`src/rtl/uart_cmd_rx_fsm_pkg.sv`:
```
// Shared constants for the UART-to-APB bridge: command byte codes, FSM encodings
// and default frame geometry used by both the RX assembler and the TX response path.
package uart_cmd_rx_fsm_pkg;

  localparam logic [7:0] CMD_RD = 8'h52;
  localparam logic [7:0] CMD_WR = 8'h57;

  localparam logic [1:0] ST_IDLE  = 2'd0;
  localparam logic [1:0] ST_ADDR  = 2'd1;
  localparam logic [1:0] ST_DATA  = 2'd2;
  localparam logic [1:0] ST_ISSUE = 2'd3;

  localparam int DEF_ADDR_BYTES = 2;
  localparam int DEF_DATA_BYTES = 4;
  localparam int DEF_TIMEOUT    = 1000;

endpackage

```
`src/rtl/uart_rx_timeout.sv`:
```
// Inter-byte gap counter: counts enabled cycles since the last clear and flags
// expiry when the count reaches TIMEOUT-1.
module uart_rx_timeout #(
  parameter int TIMEOUT = 1000
) (
  input  logic clk,
  input  logic rst,
  input  logic clr,
  input  logic en,
  output logic expired
);

  localparam int CW = (TIMEOUT > 1) ? $clog2(TIMEOUT) : 1;
  localparam logic [CW-1:0] LAST = CW'(TIMEOUT - 1);

  logic [CW-1:0] cnt;

  always_ff @(posedge clk or negedge rst) begin
    if (!rst) begin
      cnt <= '0;
    end else if (clr) begin
      cnt <= '0;
    end else if (en) begin
      cnt <= cnt + CW'(1);
    end
  end

  assign expired = en && (cnt == LAST);

endmodule

```
`src/rtl/uart_cmd_rx_fsm.sv`:
```
// Receive-side frame assembler: collects command, address and write-data bytes
// from the UART and presents the finished request to the APB master.
//
// Handshake: cmd_vld is high throughout ISSUE with cmd_wr/cmd_addr/cmd_wdata
// stable; the request transfers on any cycle where cmd_vld && cmd_rdy, after
// which cmd_vld drops. cmd_rdy is ignored outside ISSUE.
module uart_cmd_rx_fsm
  import uart_cmd_rx_fsm_pkg::*;
#(
  parameter int ADDR_BYTES = DEF_ADDR_BYTES,
  parameter int DATA_BYTES = DEF_DATA_BYTES,
  parameter int TIMEOUT    = DEF_TIMEOUT
) (
  input  logic                    clk,
  input  logic                    rst,
  input  logic [7:0]              rx_data,
  input  logic                    rx_vld,
  input  logic                    rx_err,
  input  logic                    cmd_rdy,
  output logic                    cmd_vld,
  output logic                    cmd_wr,
  output logic [8*ADDR_BYTES-1:0] cmd_addr,
  output logic [8*DATA_BYTES-1:0] cmd_wdata,
  output logic                    busy,
  output logic                    frm_err,
  output logic                    ovf,
  output logic [1:0]              state_dbg
);

  localparam int AW = 8 * ADDR_BYTES;
  localparam int DW = 8 * DATA_BYTES;
  localparam logic [2:0] ADDR_LAST = 3'(ADDR_BYTES - 1);
  localparam logic [2:0] DATA_LAST = 3'(DATA_BYTES - 1);

  logic [1:0]    state;
  logic [2:0]    byte_cnt;
  logic          wr_q;
  logic [AW-1:0] addr_q;
  logic [DW-1:0] wdata_q;
  logic          ovf_q;
  logic          in_frame;
  logic          expired;
  logic          abort;
  logic          is_cmd;

  assign in_frame = (state == ST_ADDR) || (state == ST_DATA);
  assign is_cmd   = (rx_data == CMD_RD) || (rx_data == CMD_WR);

  // A byte arriving on the expiry cycle rescues the frame, so expiry only aborts without rx_vld.
  assign abort = in_frame && ((rx_vld && rx_err) || (expired && !rx_vld));

  uart_rx_timeout #(.TIMEOUT(TIMEOUT)) u_timeout (
    .clk     (clk),
    .rst     (rst),
    .clr     (rx_vld || !in_frame || expired),
    .en      (in_frame),
    .expired (expired)
  );

  always_ff @(posedge clk or negedge rst) begin
    if (!rst) begin
      state    <= ST_IDLE;
      byte_cnt <= '0;
      wr_q     <= 1'b0;
      addr_q   <= '0;
      wdata_q  <= '0;
      ovf_q    <= 1'b0;
    end else if (abort) begin
      state    <= ST_IDLE;
      byte_cnt <= '0;
      wr_q     <= 1'b0;
      addr_q   <= '0;
      wdata_q  <= '0;
    end else begin
      case (state)
        ST_IDLE: begin
          if (rx_vld && !rx_err && is_cmd) begin
            state    <= ST_ADDR;
            wr_q     <= (rx_data == CMD_WR);
            byte_cnt <= '0;
            addr_q   <= '0;
            wdata_q  <= '0;
          end
        end
        ST_ADDR: begin
          if (rx_vld) begin
            addr_q <= (addr_q << 8) | AW'(rx_data);
            if (byte_cnt == ADDR_LAST) begin
              byte_cnt <= '0;
              state    <= wr_q ? ST_DATA : ST_ISSUE;
            end else begin
              byte_cnt <= byte_cnt + 3'd1;
            end
          end
        end
        ST_DATA: begin
          if (rx_vld) begin
            wdata_q <= (wdata_q << 8) | DW'(rx_data);
            if (byte_cnt == DATA_LAST) begin
              byte_cnt <= '0;
              state    <= ST_ISSUE;
            end else begin
              byte_cnt <= byte_cnt + 3'd1;
            end
          end
        end
        default: begin
          // Bytes cannot be buffered while a request is pending; flag and drop.
          if (rx_vld) ovf_q <= 1'b1;
          if (cmd_rdy) state <= ST_IDLE;
        end
      endcase
    end
  end

  assign cmd_vld   = (state == ST_ISSUE);
  assign cmd_wr    = wr_q;
  assign cmd_addr  = addr_q;
  assign cmd_wdata = wdata_q;
  assign busy      = (state != ST_IDLE);
  assign frm_err   = abort;
  assign ovf       = ovf_q;
  assign state_dbg = state;

endmodule
```
`config.mk`:
```
export PLATFORM = sky130hd
export DESIGN_NAME = uart_cmd_rx_fsm
export DESIGN_NICKNAME = d
export VERILOG_FILES = /design/src/rtl/uart_cmd_rx_fsm_pkg.sv /design/src/rtl/uart_rx_timeout.sv /design/src/rtl/uart_cmd_rx_fsm.sv
export SDC_FILE = /design/constraint.sdc
export NUM_CORES = 1
export LEC_CHECK = 0
export ABC_CLOCK_PERIOD_IN_PS = 5900
export BUFFER_PORTS_ARGS = -buffer_cell sky130_fd_sc_hd__buf_4
export CORE_MARGIN = 3
export CORE_UTILIZATION = 45
export DETAILED_ROUTE_END_ITERATION = 6
export PLACE_DENSITY = 0.68
export SLEW_MARGIN = 20
export SYNTH_ARGS = -nofsm -noshare
export SYNTH_HDL_FRONTEND = slang
export SYNTH_HIERARCHICAL = 1
export SYNTH_SLANG_ARGS = --single-unit
```
`constraint.sdc`:
```
create_clock -name clk -period 5.9 [get_ports clk]
set_input_delay 1.18 -clock clk [delete_from_list [all_inputs] [get_ports clk]]
set_output_delay 1.18 -clock clk [all_outputs]
set_load 0.02 [all_outputs]
```
Word-level counts from Yosys, hierarchy flattened --
Cells that the tools add are included.
Storage, ports and cells: register bits after elaboration 65, bits in latches 0, bits in writable memories 0, memory bits (read-only) 0, logic and storage cells 85, memories 0
Operators by class: add/subtract/negate cells 2, multiply operators 0, div/mod/pow operators 0, magnitude comparators 0, eq/ne operators 13, shift operators 0, multiplexer cells 29, bitwise operators 4, reduce and logical (&&, ||, !) cells 30
Operators by type and width (number):
- 32-bit two-way mux | 3
- 32-bit case mux with 2 select lines | 1
- 16-bit two-way mux | 3
- 32-bit by 8-bit bitwise OR with 32-bit output | 1
- 16-bit case mux with 2 select lines | 1
- 10-bit two-way mux | 2
- 3-bit two-way mux | 6
- 8-bit by 7-bit == test with 1-bit output (second input constant) | 2
- 16-bit by 8-bit bitwise OR with 16-bit output | 1
- 2-bit two-way mux | 7
- 10-bit by 1-bit adder with 10-bit output (second input constant) | 1
- 10-bit == test (second input constant) | 1
- 3-bit inequality test (second input constant) | 3
- 3-bit case mux with 3 select lines | 1
- 3-bit AND reduction | 3
- 2-bit nonzero test | 4
- 1-bit logical AND | 6
- 3-bit by 2-bit inequality test with 1-bit output (second input constant) | 2
- 2-bit case mux with 3 select lines | 1
- 6-bit AND reduction | 1
- 3-bit nonzero test | 2
- 1-bit logical OR | 5
- 5-bit nonzero test | 1
- 2-bit == test (second input constant) | 2
- 12 further kinds | 18

Longest topological paths before layout --
Gate-level depths: netlist of the first run.
depth after elaboration 8, depth in mapped cells 12, mapped depth without buffers 10

Modules after synthesis --
Netlist of the first run, hierarchy kept.
By module, submodules not included:
- uart_cmd_rx_fsm | times used 1, cells each 286, area an instance 2690.1 um^2
- uart_rx_timeout | times used 1, cells each 52, area an instance 518.0 um^2

Least setup slack after synthesis of the first run --
Ideal clock, no wire load.
path kind flip-flop to output port, start point register state[0], in the netlist state_dbg[0], end point output port frm_err, data arrival time 2006 ps, required time 4720 ps, slack 2714 ps, cell stages (with the launch flop) 10, buffers on the path 2, path through dfrtp_1 inv_1 ha_1 buf_4 nand3_1 nor3_1 mux2i_1 nand2b_1 buf_4 inv_2
Between the ends: longest elaborated chain between the ends 6, elaborated cells between the ends (all ways) 7
RTL lines:
- from (decl) | RTL line uart_cmd_rx_fsm.sv:35 | logic [1:0] state;
- from (signal assigned) | RTL line uart_cmd_rx_fsm.sv:90 | state <= wr_q ? ST_DATA : ST_ISSUE;
- 2-bit by 1-bit == test with 1-bit output or 2-bit == test (tied branches) | RTL line uart_cmd_rx_fsm.sv:46 | assign in_frame = (state == ST_ADDR) || (state == ST_DATA);
- 1-bit logical OR * | RTL line uart_cmd_rx_fsm.sv:46
- net in_frame | RTL line uart_cmd_rx_fsm.sv:41 | logic in_frame;
- 1-bit logical AND * | RTL line uart_rx_timeout.sv:28 | assign expired = en && (cnt == LAST);
- net expired | RTL line uart_cmd_rx_fsm.sv:42 | logic expired;
- 1-bit logical AND * | RTL line uart_cmd_rx_fsm.sv:50 | assign abort = in_frame && ((rx_vld && rx_err) || (expired && !rx_vld));
- 1-bit logical OR * | RTL line uart_cmd_rx_fsm.sv:50
- 1-bit logical AND * | RTL line uart_cmd_rx_fsm.sv:50
- to (decl) | RTL line uart_cmd_rx_fsm.sv:25 | output logic frm_err,
The timed path passes the listed nets; every way through them passes the cells marked *.

Final worst setup path of the first run --
start point register state[1], in the netlist state_dbg[1], end point output port frm_err
The elaborated chain is that of the path after synthesis.

==> results of run 1 <==
==> synth_stat cells, drive strengths merged (2+ instances only) <==
cell / instances / area, um2
nand2: 55 / 206
buf: 16 / 100
or4: 5 / 37.5
o21ai: 47 / 239
inv: 11 / 41.3
mux2i: 4 / 40.0
ha: 10 / 125
nand4: 43 / 269
nand2b: 2 / 12.5
xor2: 4 / 35.0
clkbuf: 14 / 55.1
o41ai: 2 / 17.5
nand3: 3 / 15.0
mux2: 2 / 22.5
a21oi: 8 / 40.0
dfrtp: 65 / 1630
nor3: 2 / 10.0
nor2: 18 / 67.6
a41o: 8 / 80.1
o31ai: 5 / 42.5
nand4bb: 2 / 22.5
==> path summary, 6_finish.rpt <==
path                              start            end  slack (ns)
setup / recovery           state_dbg[1]        frm_err        1.53
hold / removal                      ovf            ovf        0.47
setup reg to reg           state_dbg[1]   state_dbg[0]        2.41
hold reg to reg                     ovf            ovf        0.47
max in group asynchronous           rst  cmd_wdata[27]        4.43
min in group asynchronous           rst  cmd_wdata[29]        0.91
==> layer usage <==
metal  vias up  track usage (%)  wire length, um
met5         -                0                0
met4         0             7.27               64
met3         5             4.17              434
met2        69             27.4             3430
met1      1301             26.5             3480
li1       1305                -                -
==> state kept, by name, summed over array words and instances, names as in the netlist <==
signal and cells:
byte_cnt 3, u_timeout/cnt 10, state_dbg 2, cmd_wdata 32
cmd_addr 16, cmd_wr 1, ovf 1
==> cell type report <==
| type | count | area, um2 |
|---|---|---|
| fill | 641 | 2950 |
| clock inverter | 5 | 77.6 |
| sequential | 65 | 1630 |
| inverter | 11 | 41.3 |
| tap | 96 | 120 |
| timing repair buffer | 68 | 510 |
| clock buffer | 11 | 151 |
| multi-input combinational | 232 | 1390 |
==> stage by stage <==
stage	worst slack, ns	util, %	power [mW]	area, um2	hold slack (ns)
final	1.53	57.1	1.83	3920	0.466
after global routing	1.23	57.1	1.96	3920	0.495
after CTS	1.50	57.1	1.85	3920	0.465
after global placement	2.02	53.8	1.40	3690	0.443
after floorplan	2.71	-	1.20	3210	0.511
after detailed placement	1.88	53.8	1.41	3690	0.452
==> critical path, stage by stage, from the launching register on <==
cell,delay [ns]
dfrtp_1,0.42
inv_1,0.11
ha_1,0.60
nand3_1,0.13
nor3_1,0.33
mux2i_1,0.16
nand2b_4,0.61
inv_2,0.30
buf_4,0.18
==> power breakdown <==
group,total (mW),switching (mW),internal [mW],leakage [nW]
Sequential,0.614,0.0821,0.532,0.890
Combinational,0.792,0.541,0.251,0.834
Clock,0.426,0.167,0.259,0.115
Total,1.83,0.790,1.04,1.84
==> cell families (layout without fill, tap and decap cells) <==
| kind of cell | Yosys count | count (layout) | synth area share [%] |
|---|---|---|---|
| simple gates | 136 | 136 | 21.2 |
| compound gates | 75 | 75 | 14.7 |
| flops | 65 | 65 | 50.7 |
| buf+inv | 41 | 95 | 6.12 |
| fa+ha+maj | 10 | 10 | 3.90 |
| mux | 6 | 6 | 1.95 |
| xor+xnor | 5 | 5 | 1.36 |
==> metrics.md, run 1 <==
| Metric | Value |
|---|---|
| Setup violations, final | `0` |
| Critical path endpoint category | `primary output` |
| Final wirelength | `7410 um` |
| Yosys reg bits | `65` |
| Hold depth | `1` |
| First-pass GRT wire length | `roughly 12000 um` |
| Cts bufs inserted | `9` |
| Vias in the first global route | `2467` |
| Gr usage total | `between 15 and 20%` |
| Area Growth Syn to Fin | `22.2%` |
| Worst-case clock buffer depth | `2` |
| Hold-fix buffer count after cts | `0` |
| Status | `finished clean` |
| Wire length per cell | `approximately 15 um` |
| RD Place Congestion | `between 0.8 and 0.9` |
| Yosys cell types | `41` |
| Final max-slew violation count | `0` |
| Placed Cells | `~470` |
| Peak VDD IR | `around 270 uV` |
| Final nets | `410` |
| Slew @ Worst Pin | `between 0.9 and 1 ns` |
| Largest net degree at the start of global routing | `98` |
| Final setup TNS | `0 ns` |
| Fmax | `roughly 230 MHz` |
| Max H-tree Level | `3` |
| Die W | `between 90 and 100 um` |
| DR vias/cell | `around 5.5` |
| Most frequent cells in the layout | `buf_4, dfrtp_1, nand2_1` |
| Die ar. | `8180 um2` |
| Mapped Area | `between 3000 and 4000 um2` |
| Total clock sinks | `65` |
| Row count | `30` |
| Pre-antenna DRT Iters | `4` |
| Syn Inst Count | `338` |
| HP Class | `reg -> reg` |
| Post-synth ARST share | `100%` |
| Post-synthesis sequential area ratio | `50.7%` |
| Clock-pin slew on the worst setup and hold paths | `about 0.070 ns` |
| Total core area | `just under 7000 um2` |
| Die height | `90.4 um` |
| Root Driver | `clkbuf_8` |
| Leading cell type in the layout, fill and taps excluded | `buf_4` |
| Gr ovfl total | `0` |
| Vias | `2680` |
| Required time of the worst setup path | `4.72 ns` |
| Reg2reg path depth | `10` |
| N_diodes | `0` |
| DR iter-0 viols | `263` |
| Crit path launch type | `flop` |
| Detail Placement HPWL | `approximately 4800 um` |
| Rel. slew slack | `between 30% and 40%` |
| Ratio of cells with drive above 1 in the final layout | `approximately a quarter` |
| Final Cycle Share | `between 70 and 80%` |
| Postcts setup bufs | `0` |
| Pwr dens | `467 nW/um2` |
| TritonCTS clock tree | `built` |
| Crit path DAT | `roughly 3.2 ns` |
| Setup Crit Path Kind | `reg -> out` |
| Minimum clock period | `around 4.4 ns` |
| Non-filler instance count after layout | `488` |
| Leakage power | `~1.8 nW` |
| Clk_lat worst skew | `approximately 0.33 ns` |
| Starting density of the core | `a little under half` |
| Crit path max fanout | `97` |
| Ys flop type | `dfrtp_1` |
| Fin Clk Skew | `roughly 0.0042 ns` |
| Max-Cap Viols | `0` |
| Synth Net Count | `around 360` |
| Number of synthesized flops with an enable pin | `0` |
| # IOs | `~70` |
| Mean Syn Cell Area | `roughly 9.5 um2` |
| Post-CTS sizing | `0` |
| Synthesis warning total | `6` |
| Drc violations | `0` |
| Antenna viol nets, final | `0` |
| Initial antenna violation count | `0` |
| PortBufs | `67` |
| RSZ-0062 raised after global routing | `no` |
| Endpoints failing hold | `0` |
Note: power is estimated with default switching activity, not from simulation.
==> run 2: changes to the inputs <==
--- a/config.mk
+++ b/config.mk
@@ -5,12 +5,13 @@
 export SDC_FILE = /design/constraint.sdc
 export NUM_CORES = 1
 export LEC_CHECK = 0
-export ABC_CLOCK_PERIOD_IN_PS = 5900
+export ABC_AREA = 1
+export ABC_CLOCK_PERIOD_IN_PS = 4200
 export BUFFER_PORTS_ARGS = -buffer_cell sky130_fd_sc_hd__buf_4
 export CORE_MARGIN = 3
 export CORE_UTILIZATION = 45
 export DETAILED_ROUTE_END_ITERATION = 6
-export PLACE_DENSITY = 0.68
+export PLACE_DENSITY = 0.67
 export SLEW_MARGIN = 20
 export SYNTH_ARGS = -nofsm -noshare
 export SYNTH_HDL_FRONTEND = slang
==> constraint.sdc (replaced) <==
create_clock -name clk -period 4.2 [get_ports clk]
set_input_delay 0.84 -clock clk [delete_from_list [all_inputs] [get_ports clk]]
set_output_delay 0.84 -clock clk [all_outputs]
set_load 0.02 [all_outputs]
==> metrics.md, run 2 <==
| Metric | Value |
|---|---|
| Status | `finished clean (unchanged)` |
| Wire length per cell | `12.7 um (was 15.2 um)` |
| Non-filler instance count after layout | `642 (was 488)` |
| Storage cell area | `1630 um2 (unchanged)` |
| Critical path's largest stage delay | `0.48 ns (was 0.61 ns)` |
| Max H-tree Level | `3 (unchanged)` |
| Post-synthesis sequential area ratio | `45.6% (was 50.7%)` |
| Final setup TNS | `0 ns (unchanged)` |
| Max reg flops | `32 (unchanged)` |
| Peak VDD IR | `330 uV (was 265 uV)` |
| Crit path DAT | `2.45 ns (was 3.19 ns)` |
| Final wirelength | `8160 um (was 7410 um)` |
| Clk_lat worst skew | `0.34 ns (was 0.33 ns)` |
| Final Cycle Share | `78.3%` |
| DR vias/cell | `4.91 (was 5.49)` |
| Final nets | `561 (was 410)` |
| Drc violations | `0 (unchanged)` |
| Pre-CTS setup slack | `1.16 ns (was 1.88 ns)` |
| Slowest cell on crit path | `ha_1 (was nand2b_4)` |
| Worst-case clock buffer depth | `2 (unchanged)` |
| Leakage power | `2.35 nW (was 1.84 nW)` |
| Synth Net Count | `503 (was 361)` |
| Antenna viol nets, final | `0 (unchanged)` |
| N_diodes | `0 (unchanged)` |
| Number of synthesized flops with an enable pin | `0 (unchanged)` |
| Row count | `31 (was 30)` |
| Mapped Area | `3570 um2 (was 3210 um2)` |
| Area Growth Syn to Fin | `19.8% (was 22.2%)` |
| Vias | `3153 (was 2680)` |
| Yosys top cell area share | `45.6% (was 50.7%)` |
| Ys flop type | `dfrtp_1 (unchanged)` |
| Fin Clk Skew | `0.00928 ns (was 0.00423 ns)` |
| Root Driver | `clkbuf_8 (unchanged)` |
| Clock-pin slew on the worst setup and hold paths | `0.07 ns (about the same)` |
| Mean Syn Cell Area | `7.44 um2 (was 9.49 um2)` |
| Die height | `95.1 um (was 90.4 um)` |
| Area leader, netlist | `dfrtp_1 (unchanged)` |
| Required time of the worst setup path | `3.36 ns (was 4.72 ns)` |
| Starting density of the core | `47.7% (was 46.7%)` |
| Die ar. | `9040 um2 (was 8180 um2)` |
| Hold-fix buffer count after cts | `0 (unchanged)` |
| Rel. slew slack | `46.0% (was 37.5%)` |
| Ratio of cells with drive above 1 in the final layout | `18.8% (was 24.0%)` |
| Most common cell in the netlist | `nand2_1 (was dfrtp_1)` |
| Largest net degree at the start of global routing | `66 (was 98)` |
| Pre-antenna DRT Iters | `5 (was 4)` |
| Max-Cap Viols | `0 (unchanged)` |
| Postcts setup bufs | `0 (unchanged)` |
| Final worst slack | `0.913 ns (was 1.53 ns)` |
| Yosys reg bits | `65 (unchanged)` |
| Syn Inst Count | `480 (was 338)` |
| Setup Crit Path Kind | `reg -> out (unchanged)` |
| Post-synth ARST share | `100% (unchanged)` |
| Minimum clock period | `approximately 3.3 ns` |
| Endpoints failing hold | `0 (unchanged)` |
| Gr usage total | `19.0% (was 18.5%)` |
| Die W | `95.1 um (was 90.4 um)` |
| Crit path max fanout | `13 (was 97)` |
| Pwr dens | `626 nW/um2 (was 467 nW/um2)` |
| Area of the multi-input gates | `1620 um2 (was 1390 um2)` |
| Gr ovfl total | `0 (unchanged)` |
| Leading cell type in the layout, fill and taps excluded | `nand2_1 (was buf_4)` |
| Total core area | `7490 um2 (was 6870 um2)` |
| Fillers | `736 (was 641)` |
| TritonCTS clock tree | `built (unchanged)` |
| Cts bufs inserted | `9 (unchanged)` |
| Critical path endpoint category | `primary output (unchanged)` |
| Total clock sinks | `65 (unchanged)` |
| First-pass GRT wire length | `13600 um (was 12400 um)` |
| Crit path cell chain | `inv_1 -> ha_1 -> nand3_1 -> nor4_1 -> inv_1 -> nand2_2 -> nand3_2 -> inv_2 -> buf_4 (was inv_1 -> ha_1 -> nand3_1 -> nor3_1 -> mux2i_1 -> nand2b_4 -> inv_2 -> buf_4)` |
| Initial antenna violation count | `0 (unchanged)` |
| RSZ-0062 raised after global routing | `no (unchanged)` |
| Detail Placement HPWL | `5460 um (was 4830 um)` |
| Yosys cell types | `26 (was 41)` |
| Final max-slew violation count | `0 (unchanged)` |
| DR iter-0 viols | `154 (was 263)` |
| Most frequent cells in the layout | `nand2_1, buf_4, nor2_1 (was buf_4, dfrtp_1, nand2_1)` |
| Placed Cells | `626 (was 472)` |
| RD Place Congestion | `0.836 (was 0.828)` |
| Crit path launch type | `flop (unchanged)` |
| Crit-path most repeated cell | `inv_1` |
| Vias in the first global route | `2964 (was 2467)` |
| Setup violations, final | `0 (unchanged)` |
| HP Class | `reg -> reg (unchanged)` |
| Top Family by Delay on Critical Path | `simple AND/OR/NAND/NOR gates (unchanged)` |
| Critical path buffer and inverter count | `4 (was 3)` |
| Synth area leaders | `dfrtp_1, nand2_1, nand3_1, nor2_1, inv_1 (was dfrtp_1, nand4_1, o21ai_0, nand2_1, ha_1)` |
| Fmax | `304 MHz` |
| Synthesis warning total | `6 (unchanged)` |
| Post-CTS sizing | `0 (unchanged)` |
| Most frequent cells after synthesis | `nand2_1, nor2_1, dfrtp_1, nand3_1, inv_1 (was dfrtp_1, nand2_1, nand4_1)` |
| # IOs | `68 (unchanged)` |
| PortBufs | `67 (unchanged)` |
| Slew @ Worst Pin | `0.811 ns (was 0.937 ns)` |
run 2: routing by layer:
metal  wire length (um)  vias to the layer above  track usage [%]
met5                  0                        -                0
met4                151                        0             7.57
met3                484                       13             4.66
met2               3820                       78             30.2
met1               3700                     1444             24.8
li1                   -                     1618                -
run 2: through the flow:
step	hold slack [ns]	area (um2)	util [%]	power [mW]
6_report	0.459	4280	57.1	2.68
2_1_floorplan	0.467	3570	-	1.82
3_5_place_dp	0.446	4040	53.9	2.04
4_1_cts	0.463	4280	57.1	2.70
3_3_place_gp	0.440	4040	53.9	2.03
5_1_grt	0.493	4280	57.1	2.87
run 2: final cells by class:
type                       count  share of cell area [%]
timing repair buffer          69                    12.1
tap                           99                    2.90
inverter                      39                    3.42
clock buffer                  10                    2.98
clock inverter                 6                    2.69
multi-input combinational    354                    37.9
sequential                    65                    38.0
run 2: logic make-up after synthesis:
| kind of cell | count (synthesis) | synth area share (%) |
|---|---|---|
| compound gates | 16 | 2.38 |
| xor+xnor | 1 | 0.245 |
| fa+ha+maj | 10 | 3.51 |
| buf+inv | 61 | 9.04 |
| flops | 65 | 45.6 |
| simple gates | 327 | 39.3 |
run 2: worst paths after layout:
| check | from | end | slack [ns] | cells after the start |
|---|---|---|---|---|
| max in group asynchronous | rst | cmd_addr[0] | 3.08 | 1 |
| min in group asynchronous | rst | byte_cnt[2] | 0.60 | 1 |
| setup reg to reg | state_dbg[0] | cmd_wdata[10] | 1.11 | 13 |
| hold / removal | ovf | ovf | 0.46 | 1 |
| hold reg to reg | ovf | ovf | 0.46 | 1 |
| setup / recovery | state_dbg[0] | frm_err | 0.91 | 9 |
run 2: power breakdown:
group | total, mW | internal (mW) | switching (mW)
sequential | 0.820 | 0.728 | 0.0917
clock | 0.648 | 0.398 | 0.251
combinational | 1.21 | 0.340 | 0.869
==> run 3: changes to the inputs <==
--- a/config.mk
+++ b/config.mk
@@ -6,12 +6,12 @@
 export NUM_CORES = 1
 export LEC_CHECK = 0
 export ABC_AREA = 1
-export ABC_CLOCK_PERIOD_IN_PS = 4200
+export ABC_CLOCK_PERIOD_IN_PS = 2700
 export BUFFER_PORTS_ARGS = -buffer_cell sky130_fd_sc_hd__buf_4
 export CORE_MARGIN = 3
 export CORE_UTILIZATION = 45
 export DETAILED_ROUTE_END_ITERATION = 6
-export PLACE_DENSITY = 0.67
+export PLACE_DENSITY = 0.7
 export SLEW_MARGIN = 20
 export SYNTH_ARGS = -nofsm -noshare
 export SYNTH_HDL_FRONTEND = slang
==> constraint.sdc (replaced) <==
create_clock -name clk -period 2.7 [get_ports clk]
set_input_delay 0.54 -clock clk [delete_from_list [all_inputs] [get_ports clk]]
set_output_delay 0.54 -clock clk [all_outputs]
set_load 0.02 [all_outputs]
==> metrics.md, run 3 (synthesis gave the netlist of run 2 again) <==
| Metric | Value |
|---|---|
| Final nets | `570 (was 561)` |
| RD Place Congestion | `0.825 (was 0.836)` |
| DR vias/cell | `5.00 (was 4.91)` |
| Fin Clk Skew | `0.00992 ns (was 0.00928 ns)` |
| Final instance area | `4320 um2 (was 4280 um2)` |
| Max-Cap Viols | `0 (unchanged)` |
| Starting density of the core | `47.7% (unchanged)` |
| Die height | `95.1 um (unchanged)` |
| Gr ovfl total | `0 (unchanged)` |
| Cts bufs inserted | `9 (unchanged)` |
| Endpoints failing hold | `0 (unchanged)` |
| Minimum clock period | `about 2.5 ns` |
| Setup Crit Path Kind | `reg -> out (unchanged)` |
| TritonCTS clock tree | `built (unchanged)` |
| Status | `finished clean (unchanged)` |
| Final max-slew violation count | `0 (unchanged)` |
| Detail Placement HPWL | `5710 um (was 5460 um)` |
| Clock Power Share | `19.2% (was 24.2%)` |
| Leakage power | `2.37 nW (was 2.35 nW)` |
| Crit path launch type | `flop (unchanged)` |
| Area Growth Syn to Fin | `20.9% (was 19.8%)` |
| Setup violations, final | `0 (unchanged)` |
| First-pass GRT wire length | `13700 um (was 13600 um)` |
| Final Cycle Share | `between 90% and 100%` |
| Total core area | `7490 um2 (unchanged)` |
| Largest net degree at the start of global routing | `66 (unchanged)` |
| PnR Total Power | `4.12 mW (was 2.68 mW)` |
| Final wirelength | `8250 um (was 8160 um)` |
| Pwr dens | `954 nW/um2 (was 626 nW/um2)` |
| Max H-tree Level | `3 (unchanged)` |
| Pre-CTS setup slack | `0.212 ns (was 1.16 ns)` |
| Required time of the worst setup path | `2.16 ns (was 3.36 ns)` |
| RSZ-0062 raised after global routing | `no (unchanged)` |
| N_diodes | `0 (unchanged)` |
| Final worst slack | `0.154 ns (was 0.913 ns)` |
| Initial antenna violation count | `0 (unchanged)` |
| Rel. slew slack | `44.8% (was 46.0%)` |
| Vias | `3252 (was 3153)` |
| Non-filler instance count after layout | `651 (was 642)` |
| Die ar. | `9040 um2 (unchanged)` |
| Worst-case clock buffer depth | `2 (unchanged)` |
| Antenna viol nets, final | `0 (unchanged)` |
| Critical path's largest stage delay | `0.43 ns (was 0.48 ns)` |
| Crit path max fanout | `9 (was 13)` |
| Final setup TNS | `0 ns (unchanged)` |
| Ratio of cells with drive above 1 in the final layout | `20.3% (was 18.8%)` |
| Placed Area | `4090 um2 (was 4040 um2)` |
| Max reg flops | `32 (unchanged)` |
| Root Driver | `clkbuf_8 (unchanged)` |
| Crit path DAT | `2.01 ns (was 2.45 ns)` |
| Peak VDD IR | `423 uV (was 330 uV)` |
| Crit-path most repeated cell | `inv_1 (unchanged)` |
| Most frequent cells in the layout | `nand2_1, buf_4, nor2_1 (unchanged)` |
| Crit path cell chain | `inv_1 -> ha_1 -> nand3_1 -> nor4_1 -> inv_1 -> nand2_2 -> nand3_4 -> inv_6 -> buf_4 (was inv_1 -> ha_1 -> nand3_1 -> nor4_1 -> inv_1 -> nand2_2 -> nand3_2 -> inv_2 -> buf_4)` |
| Clock-pin slew on the worst setup and hold paths | `0.07 ns (about the same)` |
| Gr usage total | `19.1% (was 19.0%)` |
| Sw power | `1.91 mW (was 1.21 mW)` |
| Sequential Power Share | `30.9% (was 30.6%)` |
| Hold Slack | `0.294 ns (was 0.459 ns)` |
| Vias in the first global route | `2991 (was 2964)` |
| Top Family by Delay on Critical Path | `simple AND/OR/NAND/NOR gates (unchanged)` |
| Pre-antenna DRT Iters | `4 (was 5)` |
| # IOs | `68 (unchanged)` |
| Fmax | `slightly below 400 MHz` |
| Total clock sinks | `65 (unchanged)` |
| Sw Ratio | `46.3% (was 45.2%)` |
| Clk_lat worst skew | `0.34 ns (about the same)` |
| Critical path buffer and inverter count | `4 (unchanged)` |
| Row count | `31 (unchanged)` |
| Final core occ | `57.6% (was 57.1%)` |
| Internal power | `2.21 mW (was 1.47 mW)` |
| PortBufs | `67 (unchanged)` |
| DR iter-0 viols | `213 (was 154)` |
| Critical path endpoint category | `primary output (unchanged)` |
| Slew @ Worst Pin | `0.828 ns (was 0.811 ns)` |
| HP Class | `in -> async (was reg -> reg)` |
| Leading cell type in the layout, fill and taps excluded | `nand2_1 (unchanged)` |
| Placed Cells | `631 (was 626)` |
| Slowest cell on crit path | `dfrtp_1 (was ha_1)` |
| Die W | `95.1 um (unchanged)` |
| Comb pwr share | `49.8% (was 45.2%)` |
| Drc violations | `0 (unchanged)` |
| Wire length per cell | `12.7 um (about the same)` |
## run 3: cell types whose count changed in the layout (fill, tap and decap cells not counted), sizes merged
cell      change
bufinv        -2
clkinv        +4
clkinvlp      -1
buf           +9
inv           -1
## run 3: routing by layer
layer  global-route usage [%]  share of wire [%]  up-vias
met5                        0                  0        -
li1                         -                  -     1635
met1                     24.0                 43     1533
met2                     31.4                 50       76
met4                     8.53                1.2        0
met3                     4.50                5.3        8
## run 3: area by class of cell
type / count / area, um2
Fill cell: 743 / 3170
Sequential cell: 65 / 1630
Multi-Input combinational cell: 354 / 1630
Timing Repair Buffer: 78 / 598
Inverter: 39 / 151
Clock buffer: 10 / 128
Tap cell: 99 / 124
Clock inverter: 6 / 58.8
## run 3: timing repair
item	4_1_cts	5_1_grt
setup endpoints to repair	1	1
buffers inserted	0	4
hold buffers	0	0
gates resized for setup	3	1
## run 3: path summary, 6_finish.rpt
kind / startpoint / endpoint / slack [ns] / cells past startpoint
setup / recovery: state_dbg[1] / frm_err / 0.15 / 9
hold / removal: rst / cmd_wdata[25] / 0.29 / 1
setup reg to reg: state_dbg[1] / cmd_wdata[14] / 0.28 / 14
hold reg to reg: ovf / ovf / 0.47 / 1
max in group asynchronous: rst / state_dbg[0] / 1.83 / 1
min in group clk: rx_vld / ovf / 0.42 / 2
## run 3: power groups by stage
stage | sequential (mW) | clock (mW) | combinational, mW
final | 1.27 | 0.792 | 2.05
after floorplan | 1.44 | 0 | 1.40
after detailed placement | 1.29 | 0 | 2.01
after CTS | 1.27 | 0.821 | 2.03
after global placement | 1.29 | 0 | 1.99
after global routing | 1.30 | 0.859 | 2.27
